<file path="src/rtl/ec_scalar_mult.sv">
// Scalar multiplier R = k*P using MSB-first double-and-add. Point additions are
// delegated to an external point-add unit; point-at-infinity cases are resolved locally.
module ec_scalar_mult #(
  parameter int W   = 6,
  parameter int K_W = 6
) (
  input  logic           clk,
  input  logic           rst_n,
  input  logic           in_valid,
  input  logic [W-1:0]   in_Px,
  input  logic [W-1:0]   in_Py,
  input  logic [K_W-1:0] in_k,
  input  logic [W-1:0]   in_prime,
  input  logic [W-1:0]   in_a,
  output logic           add_valid,
  output logic [W-1:0]   add_Px,
  output logic [W-1:0]   add_Py,
  output logic [W-1:0]   add_Qx,
  output logic [W-1:0]   add_Qy,
  output logic [W-1:0]   add_prime,
  output logic [W-1:0]   add_a,
  input  logic           add_out_valid,
  input  logic [W-1:0]   add_Rx,
  input  logic [W-1:0]   add_Ry,
  output logic           out_valid,
  output logic [W-1:0]   out_Rx,
  output logic [W-1:0]   out_Ry,
  output logic           out_inf
);
  localparam int IW = (K_W > 1) ? $clog2(K_W) : 1;

  typedef enum logic [2:0] {
    S_IDLE, S_DBL, S_DBL_WAIT, S_ADD, S_ADD_WAIT, S_NEXT, S_DONE
  } state_t;

  state_t         state_q, state_d;
  logic [IW-1:0]  idx_q, idx_d;
  logic           acc_inf_q, acc_inf_d;
  logic [W-1:0]   rx_q, rx_d, ry_q, ry_d;
  logic [W-1:0]   px_q, px_d, py_q, py_d, prime_q, prime_d, a_q, a_d;
  logic [K_W-1:0] k_q, k_d;

  logic           add_valid_q, add_valid_d;
  logic [W-1:0]   add_px_q, add_px_d, add_py_q, add_py_d, add_qx_q, add_qx_d, add_qy_q, add_qy_d;
  logic [W-1:0]   add_prime_q, add_prime_d, add_a_q, add_a_d;
  logic           out_valid_q, out_valid_d, out_inf_q, out_inf_d;
  logic [W-1:0]   out_rx_q, out_rx_d, out_ry_q, out_ry_d;

  logic [W:0]     ysum, ysum_red;
  logic           r_is_neg_p;

  // R == -P exactly when x matches and the y coordinates cancel mod prime
  always_comb begin
    ysum       = {1'b0, ry_q} + {1'b0, py_q};
    ysum_red   = (ysum >= {1'b0, prime_q}) ? ysum - {1'b0, prime_q} : ysum;
    r_is_neg_p = (rx_q == px_q) && (ysum_red == '0);
  end

  always_comb begin
    state_d     = state_q;
    idx_d       = idx_q;
    acc_inf_d   = acc_inf_q;
    rx_d        = rx_q;
    ry_d        = ry_q;
    px_d        = px_q;
    py_d        = py_q;
    prime_d     = prime_q;
    a_d         = a_q;
    k_d         = k_q;
    add_valid_d = 1'b0;
    add_px_d    = '0;
    add_py_d    = '0;
    add_qx_d    = '0;
    add_qy_d    = '0;
    add_prime_d = '0;
    add_a_d     = '0;
    out_valid_d = 1'b0;
    out_rx_d    = '0;
    out_ry_d    = '0;
    out_inf_d   = 1'b0;
    case (state_q)
      S_IDLE: if (in_valid) begin
        px_d      = in_Px;
        py_d      = in_Py;
        k_d       = in_k;
        prime_d   = in_prime;
        a_d       = in_a;
        acc_inf_d = 1'b1;
        idx_d     = IW'(K_W - 1);
        state_d   = S_DBL;
      end
      S_DBL: begin
        if (acc_inf_q) begin
          state_d = S_ADD;
        end else if (ry_q == '0) begin
          acc_inf_d = 1'b1;
          state_d   = S_ADD;
        end else begin
          add_valid_d = 1'b1;
          add_px_d    = rx_q;
          add_py_d    = ry_q;
          add_qx_d    = rx_q;
          add_qy_d    = ry_q;
          add_prime_d = prime_q;
          add_a_d     = a_q;
          state_d     = S_DBL_WAIT;
        end
      end
      S_DBL_WAIT: if (add_out_valid) begin
        rx_d    = add_Rx;
        ry_d    = add_Ry;
        state_d = S_ADD;
      end
      S_ADD: begin
        state_d = S_NEXT;
        if (k_q[idx_q]) begin
          if (acc_inf_q) begin
            rx_d      = px_q;
            ry_d      = py_q;
            acc_inf_d = 1'b0;
          end else if (r_is_neg_p) begin
            acc_inf_d = 1'b1;
          end else begin
            add_valid_d = 1'b1;
            add_px_d    = rx_q;
            add_py_d    = ry_q;
            add_qx_d    = px_q;
            add_qy_d    = py_q;
            add_prime_d = prime_q;
            add_a_d     = a_q;
            state_d     = S_ADD_WAIT;
          end
        end
      end
      S_ADD_WAIT: if (add_out_valid) begin
        rx_d    = add_Rx;
        ry_d    = add_Ry;
        state_d = S_NEXT;
      end
      S_NEXT: begin
        if (idx_q == '0) begin
          state_d = S_DONE;
        end else begin
          idx_d   = idx_q - IW'(1);
          state_d = S_DBL;
        end
      end
      S_DONE: begin
        out_valid_d = 1'b1;
        out_inf_d   = acc_inf_q;
        out_rx_d    = acc_inf_q ? '0 : rx_q;
        out_ry_d    = acc_inf_q ? '0 : ry_q;
        acc_inf_d   = 1'b1;
        idx_d       = IW'(K_W - 1);
        state_d     = S_IDLE;
      end
      default: state_d = S_IDLE;
    endcase
  end

  always_ff @(posedge clk or negedge rst_n) begin
    if (!rst_n) begin
      state_q     <= S_IDLE;
      idx_q       <= IW'(K_W - 1);
      acc_inf_q   <= 1'b1;
      rx_q        <= '0;
      ry_q        <= '0;
      px_q        <= '0;
      py_q        <= '0;
      prime_q     <= '0;
      a_q         <= '0;
      k_q         <= '0;
      add_valid_q <= 1'b0;
      add_px_q    <= '0;
      add_py_q    <= '0;
      add_qx_q    <= '0;
      add_qy_q    <= '0;
      add_prime_q <= '0;
      add_a_q     <= '0;
      out_valid_q <= 1'b0;
      out_rx_q    <= '0;
      out_ry_q    <= '0;
      out_inf_q   <= 1'b0;
    end else begin
      state_q     <= state_d;
      idx_q       <= idx_d;
      acc_inf_q   <= acc_inf_d;
      rx_q        <= rx_d;
      ry_q        <= ry_d;
      px_q        <= px_d;
      py_q        <= py_d;
      prime_q     <= prime_d;
      a_q         <= a_d;
      k_q         <= k_d;
      add_valid_q <= add_valid_d;
      add_px_q    <= add_px_d;
      add_py_q    <= add_py_d;
      add_qx_q    <= add_qx_d;
      add_qy_q    <= add_qy_d;
      add_prime_q <= add_prime_d;
      add_a_q     <= add_a_d;
      out_valid_q <= out_valid_d;
      out_rx_q    <= out_rx_d;
      out_ry_q    <= out_ry_d;
      out_inf_q   <= out_inf_d;
    end
  end

  assign add_valid = add_valid_q;
  assign add_Px    = add_px_q;
  assign add_Py    = add_py_q;
  assign add_Qx    = add_qx_q;
  assign add_Qy    = add_qy_q;
  assign add_prime = add_prime_q;
  assign add_a     = add_a_q;
  assign out_valid = out_valid_q;
  assign out_Rx    = out_rx_q;
  assign out_Ry    = out_ry_q;
  assign out_inf   = out_inf_q;
endmodule

</file>
<file path="config.mk">
export PLATFORM = sky130hd
export DESIGN_NAME = ec_scalar_mult
export DESIGN_NICKNAME = d
export VERILOG_FILES = /design/src/rtl/ec_scalar_mult.sv
export SDC_FILE = /design/constraint.sdc
export NUM_CORES = 1
export LEC_CHECK = 0
export ABC_AREA = 0
export BUFFER_PORTS_ARGS = -buffer_cell sky130_fd_sc_hd__buf_2
export CAP_MARGIN = 5
export CORE_ASPECT_RATIO = 1.1
export CORE_MARGIN = 2
export CORE_UTILIZATION = 26
export DETAILED_ROUTE_END_ITERATION = 7
export GPL_TIMING_DRIVEN = 0
export PLACE_DENSITY = 0.51
export SLEW_MARGIN = 15
export SYNTH_ARGS = -nofsm -noshare
export SYNTH_HDL_FRONTEND = slang
export SYNTH_SLANG_ARGS = --single-unit
</file>
<file path="constraint.sdc">
create_clock -name clk -period 8.8 [get_ports clk]
set_clock_uncertainty 0.2 [all_clocks]
set_input_delay 0 -clock clk [delete_from_list [all_inputs] [get_ports clk]]
set_output_delay 0 -clock clk [all_outputs]
set_load 0.05 [all_outputs]
</file>
## Word-level counts from Yosys, hierarchy flattened

Index checks and enable logic that the tools add are counted.

| word-level totals | value |
|---|---|
| register bits | 100 |
| output and inout bits | 51 |

| operators by class | value |
|---|---|
| add/subtract/negate cells | 3 |
| magnitude comparators | 2 |
| eq/ne operators | 14 |
| muxes and demuxes | 75 |
| reductions and logical operators | 14 |

Operators by type and width:

| operator | count |
|---|---|
| $mux 6 | 36 |
| $pmux 6 s2 | 8 |
| $mux 1 | 19 |
| $mux 3 | 6 |
| $pmux 3 s6 | 1 |
| $ne 2x2->1 const B | 6 |
| $eq 3x3->1 const B | 3 |
| $pmux 3 s3 | 1 |
| $reduce_and 3->1 | 3 |
| $add 6x6->7 | 1 |
| $ge 7x6->1 | 1 |
| $logic_not 7->1 | 1 |
| $mux 7 | 1 |
| $sub 7x6->7 | 1 |
| $eq 3x2->1 const B | 2 |
| $eq 6x6->1 | 1 |
| $logic_not 3->1 | 2 |
| $logic_not 6->1 | 1 |
| $lt 3x4->1 const B | 1 |
| $pmux 1 s4 | 1 |
| $reduce_and 4->1 | 1 |
| $reduce_bool 4->1 | 1 |
| $bmux 1 s3 | 1 |
| $eq 3x1->1 const B | 1 |
| other kinds (8) | 8 |

## Depth between registers and ports, before layout

| depth | value |
|---|---|
| depth after elaboration | 9 |
| mapped depth | 15 |
| depth with buffers taken out | 13 |

## Worst setup path before layout

Ideal clock, no wire load.

| timing | value |
|---|---|
| path kind | register to register |
| from | register ry_q[0] |
| to | register add_a_q[3] (netlist: add_a[3]) |
| setup time | 95 ps |
| arrival | 2980 ps |
| data required time | 8505 ps |
| slack | 5525 ps |
| stages on the path, launching flop included | 15 |
| buffers on the path | 2 |
| clock period less this slack | 3275 ps |
| cell sequence | dfrtp_1 ha_1 inv_1 fa_1 nand2b_1 a21oi_1 xor2_1 ha_1 o2111ai_1 a211oi_1 a31o_1 o2111a_1 buf_6 buf_6 o31ai_1 |

| on the way | value |
|---|---|
| longest elaborated chain between the ends | 9 |
| elaborated cells on any way between the ends | 13 |
| classes of those cells | add/sub (2); order compare (1); mux (7); reduce/logical (3) |

RTL lines:

| what | RTL line | text |
|---|---|---|
| start, declared | 39 | `logic [W-1:0] rx_q, rx_d, ry_q, ry_d;` |
| start signal, assigned | 189 | `ry_q <= ry_d;` |
| $add 6x6->7 | 54 | `ysum = {1'b0, ry_q} + {1'b0, py_q};` |
| $sub 7x6->7 / $ge 7x6->1 (equally long branches) | 55 | `ysum_red = (ysum >= {1'b0, prime_q}) ? ysum - {1'b0, prime_q} : ysum;` |
| $mux 7 | 55 |  |
| $logic_not 7->1 | 56 | `r_is_neg_p = (rx_q == px_q) && (ysum_red == '0);` |
| $logic_and 1x1->1 | 56 |  |
| $mux 6 | 121 | `end else if (r_is_neg_p) begin` |
| $mux 6 | 117 | `if (acc_inf_q) begin` |
| $mux 6 | 116 | `if (k_q[idx_q]) begin` |
| $pmux 6 s2 * | 81 | `case (state_q)` |
| net add_a_d[3] | 45 | `logic [W-1:0] add_prime_q, add_prime_d, add_a_q, add_a_d;` |
| end signal, assigned | 179 | `add_a_q <= '0;` |
| end signal, assigned | 201 | `add_a_q <= add_a_d;` |
| end, declared | 45 |  |

Mark *: on every way through the listed nets, which the timed path passes. The rest lies on a longest branch.
A chain may end at the register's enable or synchronous reset.

## Final worst setup path

| timing | value |
|---|---|
| from | register ry_q[0] |
| to | register add_py_q[1] (netlist: add_Py[1]) |

| on the way | value |
|---|---|
| longest elaborated chain between the ends | 9 |
| elaborated cells on any way between the ends | 13 |
| classes of those cells | add/sub (2); order compare (1); mux (7); reduce/logical (3) |

RTL lines:

| what | RTL line | text |
|---|---|---|
| $add 6x6->7 | 54 |  |
| $sub 7x6->7 / $ge 7x6->1 (equally long branches) | 55 |  |
| $mux 7 | 55 |  |
| $logic_not 7->1 | 56 |  |
| $logic_and 1x1->1 | 56 |  |
| $mux 6 | 121 |  |
| $mux 6 | 117 |  |
| $mux 6 | 116 |  |
| $pmux 6 s2 * | 81 |  |
| net add_py_d[1] | 44 | `logic [W-1:0] add_px_q, add_px_d, add_py_q, add_py_d, add_qx_q, add_qx_d, add_qy_q, add_qy_d;` |
| end signal, assigned | 197 | `add_py_q <= add_py_d;` |
| end, declared | 44 |  |

Marked as above.

==> impl_metrics.prom <==
# TYPE chip_impl_metric gauge
chip_impl_info{name="run_status",value="finished, final reports clean"} 1
chip_impl_metric{name="max-clock-path-buffers",unit=""} 2
chip_impl_metric{name="mappedNetlistArea",unit="sq um"} 5180
chip_impl_metric{name="slew_violations",unit=""} 0
chip_impl_metric{name="cap_violations",unit=""} 0
chip_impl_metric{name="postSynthCellCount",unit=""} 478
chip_impl_metric{name="synth_top_cell_area_share",unit=""} 0.469
chip_impl_metric{name="ys_types",unit=""} 64
chip_impl_info{name="timing.critical_path.from_type",value="flip-flop"} 1
chip_impl_metric{name="area_growth",unit="%"} 31.9
chip_impl_metric{name="crit_path_max_fanout",unit=""} 10
chip_impl_metric{name="timing.final.hold_violations",unit=""} 0
chip_impl_metric{name="wire_per_inst",unit="microns"} 17.4
chip_impl_info{name="element_type_at_the_critical_path_end",value="flip-flop"} 1
chip_impl_metric{name="postPlaceCellArea",unit="sq um"} 6010
chip_impl_metric{name="total_leakage_power",unit="uW"} 0.00323
chip_impl_metric{name="slew-limit-headroom",unit=""} 0.486
chip_impl_info{name="synth_most_common_cell",value="dfrtp_1"} 1
chip_impl_metric{name="final_replace_weighted_congestion",unit=""} 0.868
chip_impl_info{name="clock_tree.root_cell",value="clkbuf_16"} 1
chip_impl_metric{name="num-fill-cells",unit=""} 1976
chip_impl_info{name="critPathKind",value="reg -> reg"} 1
chip_impl_metric{name="number_of_cells_on_the_worst_reg_to_reg_path",unit=""} 13
chip_impl_metric{name="firstDrtPassIters",unit=""} 4
chip_impl_metric{name="vias_per_cell",unit=""} 4.71
chip_impl_metric{name="io-pin-count",unit=""} 97
chip_impl_metric{name="post-cts-setup-buffer-count",unit=""} 0
chip_impl_metric{name="die_area",unit="sq um"} 21100
chip_impl_metric{name="layout_min_cycle_time",unit="ns"} 3.86
chip_impl_metric{name="postSynthNetCount",unit=""} 540
chip_impl_info{name="cp_common_cell",value="ha_1"} 1
chip_impl_info{name="postSynth.topFlopCell",value="dfrtp_1"} 1
chip_impl_metric{name="number_of_antenna_violations_at_the_first_check_in_global_routing",unit=""} 0
chip_impl_metric{name="worstPathBufferInverterCount",unit=""} 2
chip_impl_info{name="critical_path_cell_by_cell",value="ha_1 > inv_1 > fa_1 > nand2b_1 > a21oi_1 > xor2_1 > ha_1 > o2111ai_1 > a211oi_1 > a31o_1 > o2111a_1 > buf_2 > o41ai_2"} 1
chip_impl_metric{name="postCtsHoldBufs",unit=""} 50
chip_impl_metric{name="detail_route.iter0.violations",unit=""} 247
chip_impl_metric{name="floorplan.die.width",unit="microns"} 139
chip_impl_info{name="rsz0062_at_grt",value="no"} 1
chip_impl_info{name="worst_hold_path_type",value="in -> async"} 1
chip_impl_metric{name="grt_pass1_vias",unit=""} 4382
chip_impl_metric{name="placementRows",unit=""} 54
chip_impl_metric{name="routed_antenna_nets",unit=""} 0
chip_impl_metric{name="final.period_utilization",unit=""} 0.438
chip_impl_info{name="clock_tree_from_tritoncts",value="done"} 1
chip_impl_metric{name="synth-seq-area-share",unit=""} 0.484
chip_impl_metric{name="synth_async_sr_flop_share",unit=""} 1.00
chip_impl_metric{name="dpl.cell_count",unit=""} 827
chip_impl_info{name="r2r-end",value="add_Py[1]"} 1
chip_impl_metric{name="number_of_buffers_created_by_cts",unit=""} 9
chip_impl_metric{name="worst_setup_hold_path_clk_slew",unit="ns"} 0.07
chip_impl_metric{name="post-route-drc-count",unit=""} 0
chip_impl_info{name="regToRegStartpoint",value="ry_q[0]"} 1
chip_impl_metric{name="route.vias.total",unit=""} 4206
chip_impl_metric{name="cts.sinks",unit=""} 100
chip_impl_metric{name="worst_path_required",unit="ns"} 8.83
chip_impl_metric{name="die_y",unit="microns"} 152
chip_impl_metric{name="ir_drop",unit="uV"} 152
chip_impl_metric{name="seq_area",unit="sq um"} 2510
chip_impl_metric{name="fp.coreArea",unit="sq um"} 19700
chip_impl_metric{name="postSynthAreaPerCell",unit="sq um"} 10.8
chip_impl_metric{name="place.port_buffers",unit=""} 96
chip_impl_metric{name="tns",unit="ns"} 0
chip_impl_metric{name="synth-edff-count",unit=""} 0
chip_impl_metric{name="postRouteWirelength",unit="microns"} 15500
chip_impl_metric{name="gr-usage-all-layers",unit=""} 0.150
chip_impl_metric{name="layout.cells.non_filler",unit=""} 893
chip_impl_metric{name="worst_skew_pair.late_latency",unit="ns"} 0.36
chip_impl_metric{name="fmax",unit="MHz"} 259
chip_impl_metric{name="maximum_level_of_the_cts_h_tree",unit=""} 3
chip_impl_metric{name="postLayoutCellArea",unit="sq um"} 6830
chip_impl_metric{name="total_power_density_per_cell_area",unit="nW/um^2"} 432
chip_impl_metric{name="layout-drive-gt1-share",unit=""} 0.292
chip_impl_info{name="synth_area_leaders",value="dfrtp_1 (47%), o41ai_2 (6.9%), nand2_1 (4.3%)"} 1
chip_impl_metric{name="hold_slack",unit="ns"} 0.0178
chip_impl_metric{name="start_util",unit=""} 0.263
chip_impl_info{name="post-synth-top-area-cell",value="dfrtp_1"} 1
chip_impl_metric{name="grt_remaining_overflow",unit=""} 0
chip_impl_info{name="crit_slowest_cell",value="dfrtp_1"} 1
chip_impl_metric{name="max_stage_delay",unit="ns"} 0.49
chip_impl_metric{name="number_of_cells_upsized_or_downsized_after_cts",unit=""} 0
chip_impl_metric{name="timing.final.setup_violations",unit=""} 0
chip_impl_metric{name="synth.ff_latch_count",unit=""} 100
chip_impl_metric{name="worst-endpoint-arrival",unit="ns"} 3.88
chip_impl_metric{name="reg2reg_slack",unit="ns"} 4.94
chip_impl_info{name="crit_family",value="compound AO/OA/AOI/OAI gates"} 1
chip_impl_metric{name="multiInputGateArea",unit="sq um"} 2400
chip_impl_metric{name="dp.final_hpwl",unit="microns"} 11400
chip_impl_info{name="synthTopCellsByCount",value="dfrtp_1 (97), nand2_1 (60), inv_1 (29), nor2_1 (25), o21ai_0 (25)"} 1
chip_impl_metric{name="grt_start_max_net_pins",unit=""} 67
chip_impl_metric{name="worst_pin_slew",unit="ns"} 0.771
chip_impl_metric{name="finish.net_count",unit=""} 698
chip_impl_metric{name="synth_warnings",unit=""} 0
chip_impl_metric{name="global_route_wire_length_before_repair",unit="microns"} 24600
chip_impl_metric{name="antennaDiodeCount",unit=""} 0
==> per-stage QoR <==
stage          setup slack, ns   util  power (uW)
6_report                  4.94  0.347        2950
5_1_grt                   4.70  0.347        3190
4_1_cts                   4.94  0.347        2980
3_5_place_dp              4.97  0.306        2510
3_3_place_gp              4.98  0.304        2480
2_1_floorplan             5.52      -        2070
==> layout make-up <==
| type | instances | area share |
|---|---|---|
| Sequential cell | 100 | 0.367 |
| Multi-Input combinational cell | 321 | 0.352 |
| Timing Repair Buffer | 147 | 0.150 |
| Tap cell | 252 | 0.0462 |
| Clock buffer | 12 | 0.0375 |
| Buffer | 28 | 0.0236 |
| Inverter | 29 | 0.0159 |
| Clock inverter | 4 | 0.00806 |
==> power by group <==
group          total [uW]  switching [uW]  internal (uW)
registers             774             132            642
logic                1760            1110            650
clock network         417             179            238
total                2950            1420           1530
==> cells by family (layout without fill, tap and decap cells) <==
family                   after synthesis  in the layout  synth area share
AO/OA/AOI/OAI                        117            117             0.196
XOR/XNOR                              12             12            0.0203
adder cells (fa/ha/maj)               16             16            0.0415
buffers and inverters                 57            220            0.0522
flip-flops                           100            100             0.484
multiplexers                          29             29            0.0618
AND/OR/NAND/NOR                      147            147             0.145
==> worst max-delay path by stage <==
stage / cells after the start / end / slack (ns) / from
final: 13 / add_Py[1] / 4.94 / ry_q[0]
after global placement: 13 / add_Py[1] / 4.98 / ry_q[0]
after detailed placement: 13 / add_Py[1] / 4.97 / ry_q[0]
after floorplan: 14 / add_a[3] / 5.52 / ry_q[0]
after global routing: 13 / add_Py[1] / 4.70 / ry_q[0]
after CTS: 13 / add_Py[1] / 4.94 / ry_q[0]
==> cells in the final DEF (no fill, tap or decap), types with 7 or more instances in the layout <==
cell type and instances:
inv_1 29, buf_2 104, mux2_2 14, nand2_1 60
o31ai_1 10, dlygate4sd3_1 49, clkbuf_16 9, a21oi_1 22
nor2_1 25, mux2i_1 14, nand3_1 9, o21ai_0 25
ha_1 14, o22ai_1 7, and2_1 13, clkbuf_1 13
o2111ai_1 8, dfrtp_1 97, nand2b_1 7, xnor2_1 7
o41ai_2 22
==> per-layer routing <==
metal	track usage	routed length, microns	vias up
li1	-	-	2012
met1	0.192	6790	2053
met2	0.253	7510	114
met3	0.0303	765	27
met4	0.0544	440	0
met5	0	0	-
No activity file was read; power rests on OpenSTA's default activity.
